`src/rtl/fetch_sequencer.sv`:
```
// rtl/fetch_sequencer.sv - PC/IM fetch sequencer with IF output stage, stall, redirect and halt
module fetch_sequencer #(
    parameter logic [31:0] RESET_PC = 32'h0000_0000,
    parameter int          IM_WORDS = 32
) (
    input  logic        clk,
    input  logic        rst,
    output logic [31:0] im_addr,
    input  logic [31:0] im_instr,
    input  logic        stall,
    input  logic        redirect,
    input  logic [31:0] redirect_pc,
    output logic        if_valid,
    output logic [31:0] if_instr,
    output logic [31:0] if_pc,
    output logic [31:0] if_pc_plus4,
    output logic        halt,
    output logic        align_err,
    output logic [15:0] fetch_count
);

    localparam logic [31:0] PC_LIMIT = 32'(IM_WORDS * 4);

    typedef enum logic [1:0] {
        WARM = 2'd0,
        RUN  = 2'd1,
        HALT = 2'd2
    } state_t;

    state_t      state, state_n;
    logic [31:0] pc, pc_n;
    logic        if_valid_n, halt_n, align_err_n;
    logic [31:0] if_instr_n, if_pc_n, if_pc_plus4_n;
    logic [15:0] fetch_count_n;
    logic [31:0] target_pc;

    assign im_addr   = pc;
    assign target_pc = redirect_pc & ~32'd3;

    always_ff @(posedge clk) begin
        if (rst) begin
            state       <= WARM;
            pc          <= RESET_PC;
            if_valid    <= 1'b0;
            if_instr    <= 32'h0;
            if_pc       <= 32'h0;
            if_pc_plus4 <= 32'd4;
            halt        <= 1'b0;
            align_err   <= 1'b0;
            fetch_count <= 16'h0;
        end else begin
            state       <= state_n;
            pc          <= pc_n;
            if_valid    <= if_valid_n;
            if_instr    <= if_instr_n;
            if_pc       <= if_pc_n;
            if_pc_plus4 <= if_pc_plus4_n;
            halt        <= halt_n;
            align_err   <= align_err_n;
            fetch_count <= fetch_count_n;
        end
    end

    always_comb begin
        state_n       = state;
        pc_n          = pc;
        if_valid_n    = if_valid;
        if_instr_n    = if_instr;
        if_pc_n       = if_pc;
        if_pc_plus4_n = if_pc_plus4;
        halt_n        = halt;
        align_err_n   = 1'b0;
        fetch_count_n = fetch_count;

        case (state)
            WARM: begin
                state_n = RUN;
                if (redirect) begin
                    pc_n        = target_pc;
                    align_err_n = |redirect_pc[1:0];
                end
            end
            RUN: begin
                if (redirect) begin
                    // Bubble squashes the wrong-path word already fetched
                    pc_n        = target_pc;
                    if_valid_n  = 1'b0;
                    if_instr_n  = 32'h0;
                    align_err_n = |redirect_pc[1:0];
                end else if (stall) begin
                    state_n = RUN;
                end else if (pc >= PC_LIMIT) begin
                    if_valid_n = 1'b0;
                    if_instr_n = 32'h0;
                    halt_n     = 1'b1;
                    state_n    = HALT;
                end else begin
                    if_instr_n    = im_instr;
                    if_pc_n       = pc;
                    if_pc_plus4_n = pc + 32'd4;
                    if_valid_n    = 1'b1;
                    pc_n          = pc + 32'd4;
                    fetch_count_n = fetch_count + 16'd1;
                end
            end
            HALT: begin
                if_valid_n = 1'b0;
                halt_n     = 1'b1;
                if (redirect) begin
                    pc_n        = target_pc;
                    halt_n      = 1'b0;
                    align_err_n = |redirect_pc[1:0];
                    state_n     = RUN;
                end
            end
            default: begin
                state_n = WARM;
            end
        endcase
    end

endmodule
```
`config.mk`:
```
export PLATFORM = sky130hd
export DESIGN_NAME = fetch_sequencer
export DESIGN_NICKNAME = d
export VERILOG_FILES = /design/src/rtl/fetch_sequencer.sv
export SDC_FILE = /design/constraint.sdc
export NUM_CORES = 1
export LEC_CHECK = 0
export CAP_MARGIN = 40
export CORE_MARGIN = 3
export CORE_UTILIZATION = 33
export DETAILED_ROUTE_END_ITERATION = 10
export PLACE_DENSITY = 0.72
export SYNTH_ARGS = -nofsm -noshare
export SYNTH_HDL_FRONTEND = slang
export SYNTH_SLANG_ARGS = --single-unit
export TNS_END_PERCENT = 20
```
`constraint.sdc`:
```
create_clock -name clk -period 2 [get_ports clk]
set_input_delay 0.2 -clock clk [delete_from_list [all_inputs] [get_ports clk]]
set_output_delay 0.2 -clock clk [all_outputs]
set_load 0.005 [all_outputs]
```
**After elaboration in Yosys (flattened, before gate mapping)**

Index checks and enable logic that the tools add are counted.
W data, S select, Z words.

- Register bits after elaboration: 149
- Latch bits: 0
- Memory bits (writable): 0
- Memory bits (read-only): 0
- Input bits: 68
- Output and inout bits: 147
- Word-level logic and storage cells: 62
- Memories: 0

- Add/subtract/negate cells: 2
- $mul: 0
- Divide/modulo/power cells: 0
- $lt $le $gt $ge: 1
- Equality and inequality tests: 11
- Shift operators: 0
- Multiplexer cells: 22
- Bitwise logic cells: 4
- Reduce and logical (&&, ||, !) cells: 13

Operator list:

| kind | count |
|---|---|
| $mux W32 | 7 |
| $pmux W32 S2 | 1 |
| $add A32 B3 Y32 const B | 1 |
| $ge A32 B8 Y1 const B | 1 |
| $add A16 B1 Y16 const B | 1 |
| $reduce_and A4 Y1 | 3 |
| $ne A3 B3 Y1 const B | 3 |
| $mux W2 | 4 |
| $ne A2 B2 Y1 const B | 4 |
| $mux W1 | 7 |
| $pmux W2 S3 | 1 |
| $reduce_or A3 Y1 | 2 |
| $ne A2 B1 Y1 const B | 2 |
| $not A1 Y1 | 4 |
| $pmux W1 S2 | 2 |
| $reduce_and A2 Y1 | 2 |
| $reduce_bool A2 Y1 | 2 |
| $reduce_or A2 Y1 | 2 |
| $reduce_and A3 Y1 | 1 |
| $eq A2 B1 Y1 const B | 1 |
| $eq A2 B2 Y1 const B | 1 |
| $logic_not A2 Y1 | 1 |

**Logic depth before layout (Yosys ltp)**

- Depth after elaboration: 5
- Depth in mapped cells: 8

**Worst setup path before layout**

No wires, ideal clock.

- Kind: reg-to-reg
- Start point: reg pc[11] (netlist: im_addr[11])
- End point: reg fetch_count[8]
- Library setup time: 0.070 ns
- Arrival: 2.026 ns
- Data required time: 1.930 ns
- Setup slack: -0.097 ns
- Stages on the path, launching flop included: 7
- Path through: dfxtp_1 nor4_1 nand4_1 or4_1 buf_2 or4b_1 a21oi_1

- Cells in the longest elaborated chain, start to end: 3

Ends and longest elaborated chain:

| what | RTL line | text |
|---|---|---|
| start, declared | 31 | `logic [31:0] pc, pc_n;` |
| start signal, assigned | 53 | `pc <= pc_n;` |
| $ge A32 B8 Y1 | 92 | `end else if (pc >= PC_LIMIT) begin` |
| $not A1 Y1 (no line) | - |  |
| $reduce_and A4 Y1 (no line) | - |  |
| end signal, assigned | 60 | `fetch_count <= fetch_count_n;` |
| end, declared | 19 | `output logic [15:0] fetch_count` |

Every way passes these cells.
A chain may end at the register's enable or synchronous reset.

**Worst setup path after layout**

- Start point: reg pc[12] (netlist: im_addr[12])
- End point: reg fetch_count[8]

The elaborated chain is that of the path after synthesis.

==> results.ini <==
[floorplanning]
io-pin-count=215
core_area_sq_um=15370
num_rows=45
die_y_um=132.0
die_width_um=132.0
die_area_sq_um=17420
initial_core_util_pct=34.08

[global_routing]
antenna_found_initial=0
grt_pass1_wl_um=25380
grt_usage_pct=18.05
overflow=0
grt_pass1_vias=4863
grt_max_degree=50

[worst_setup_path]
cpPeakStageDelay_ns=0.60
start_kind=register
cp.depth=5
slowest_stage=or4_4
critPathMaxFanout=7
reg2reg_depth=5
cp.arrival_ns=2.41
cp.required_ns=2.36
critical_path_class=register to register
path_buf_inv=0
cp_top_family=simple AND/OR/NAND/NOR gates
cp_cell_sequence=nor4_2, nand4_1, or4_4, or4b_1, a21oi_1
cp-end-kind=register

[pwr]
finalPower_mw=7.193
power_leakage_nw=3.272
p_per_area_nw_per_um2=827.1
vdd_ir_drop_max_mv=0.5906

[synth]
synth_area_leader_cell=dfxtp_1
netlist_top_cells_area=dfxtp_1 (55%), nand2_1 (7.7%), and2_1 (6.2%)
synth_common_cells=dfxtp_1 (143), nand2_1 (108), a21oi_1 (64)
ys_types=46
synth_area_sq_um=5239
ys_ff_latch=143
synth-seq-area-share_pct=54.65
syn_area_per_cell_sq_um=8.819
synthArstFlopShare_pct=0
synth_most_common_cell=dfxtp_1
yosys.area.top_type_share_pct=54.65
synth-edff-count=0
synthFlopType=dfxtp_1
ys_warn_count=0
syn_inst=594

[layout]
n_fill_cell=1374
regArea_sq_um=2869
diodes=0
syn2layout_area_growth_pct=65.99
nets=916
multi_input_area_sq_um=2247
drive_gt1_share_pct=13.99

[route]
wirelength_um=15790
drt-pass1-iter-count=4
ant_nets=0
vias=4932
drc=0
vias_per_cell=4.614
wl_per_cell_um=14.77
drt_iter0_markers=255

[cts]
holdBufCountCts=0
cts_made_buffers=17
clk_latency_ns=0.43
clkSinkCount=143
path_clk_slew_ns=0.06
cts_tree=yes
clock_path_buffers=2
cts-root-buf=clkbuf_16
h-tree-depth=4

[sta]
finalCritPeriodShare_pct=102.7
fin_ws_ns=-0.05353
min_period_ns=2.054
fin_hold_ws_ns=0.2406
setup_violations=4
rsz0062_at_grt=yes
drv_slew=0
clock-skew-final_ns=0.01353
final_hold_viol_count=0
max_freq_mhz=487.0

[min_path]
hold_path.class=primary input to register
whs_path_depth=3

[outcome]
status=complete, but fails checks
failed_checks=negative setup slack

[job]
cap_violations=0

[placed_design]
numPortBuffers=208
gp_congestion=0.7826
dp_hpwl_um=11250

-- flip-flops by register name (all words and copies together) (netlist names) --
signal and count:
if_instr 32, if_pc 30, if_pc_plus4 30, im_addr 30, fetch_count 16, state 2, align_err 1, halt 1
if_valid 1
-- cells in the final DEF, fill, tap and decap left out, types with 3 or more instances in the layout --
master           synthesis  routed
inv_6                    0       5
o41ai_1                  3       3
nand3_1                 28      28
dfxtp_2                  0       5
nand2_1                108     108
buf_4                    6      57
or4_1                    5       3
o21ai_0                 10      10
o21a_1                   3       3
xnor2_1                  8       7
and2_1                  52      52
nand2b_1                 6       6
and3_1                   5       5
nor4_2                   1       5
ha_1                     3       3
dfxtp_1                143     138
conb_1                   1       6
bufinv_16                0       3
mux2i_1                  9       9
a211oi_1                 4       4
a21oi_1                 64      63
nor4_1                  10       5
o31ai_1                  6       3
buf_12                   0       5
inv_8                    0       5
nor2_1                  32      31
clkbuf_16                0      17
or3_1                    3       3
a22oi_1                  4       4
nor3_1                   4       4
clkdlybuf4s50_1          0     207
inv_1                   12      12
-- metal layers --
layer	share of wire [%]	vias up	global-route usage [%]
met4	1.3	0	6.126
met1	41	2246	20.96
met5	0	-	0
li1	-	2506	-
met2	48	162	29.42
met3	9.8	18	8.435
-- cell families after synthesis --
| family | count (synthesis) | share of synthesized area, % |
|---|---|---|
| XOR/XNOR | 10 | 1.672 |
| flip-flops | 143 | 54.65 |
| buffers and inverters | 58 | 4.681 |
| adder cells (fa/ha/maj) | 3 | 0.7166 |
| other | 1 | 0.07158 |
| AO/OA/AOI/OAI | 106 | 11.85 |
| multiplexers | 9 | 1.720 |
| AND/OR/NAND/NOR | 264 | 24.65 |
-- worst register-to-register path, cell delays in order, from the launching register on --
cell and delay, ns:
dfxtp_2 0.32, nor4_2 0.29, nand4_1 0.19, or4_4 0.60, or4b_1 0.48, a21oi_1 0.12
-- cell type report --
type,instances,share of cell area (%)
Multi-Input combinational cell,398,25.84
Tap cell,211,3.036
Timing Repair Buffer,272,30.22
Clock inverter,15,2.460
Clock buffer,17,4.892
Sequential cell,143,32.99
Inverter,13,0.5612
-- power by group --
group / total, mW / switching, mW / internal [mW]
sequential: 2.97 / 0.0435 / 2.93
clock: 3.43 / 1.39 / 2.03
combinational: 0.797 / 0.362 / 0.434
total: 7.19 / 1.80 / 5.39
-- through the flow --
step / setup TNS, ns / util, % / setup WS (ns) / instances / area (sq um)
2_1_floorplan: -0.6677 / - / -0.07147 / 599 / 5270
3_3_place_gp: -0.9370 / 51.71 / -0.2502 / 1034 / 7949
3_5_place_dp: -0.9868 / 51.71 / -0.2596 / 1034 / 7949
4_1_cts: -0.07899 / 56.17 / -0.04165 / 1067 / 8635
5_1_grt: -0.4482 / 56.57 / -0.1324 / 1069 / 8696
6_report: -0.1277 / 56.57 / -0.05353 / 1069 / 8696
-- worst paths after layout --
kind / start / endpoint / slack, ns
max reg2reg: im_addr[12] / fetch_count[8] / -0.05
min: rst / if_pc_plus4[2] / 0.24
min reg2reg: if_instr[17] / if_instr[17] / 0.45
max: im_addr[12] / fetch_count[8] / -0.05
-- repair_timing --
item,CTS,global route
endpoints found under the setup margin,19,31
gates resized for setup,8,8
setup buffers,1,2
pin swaps,6,5
Power figures use the tool's default switching activity.
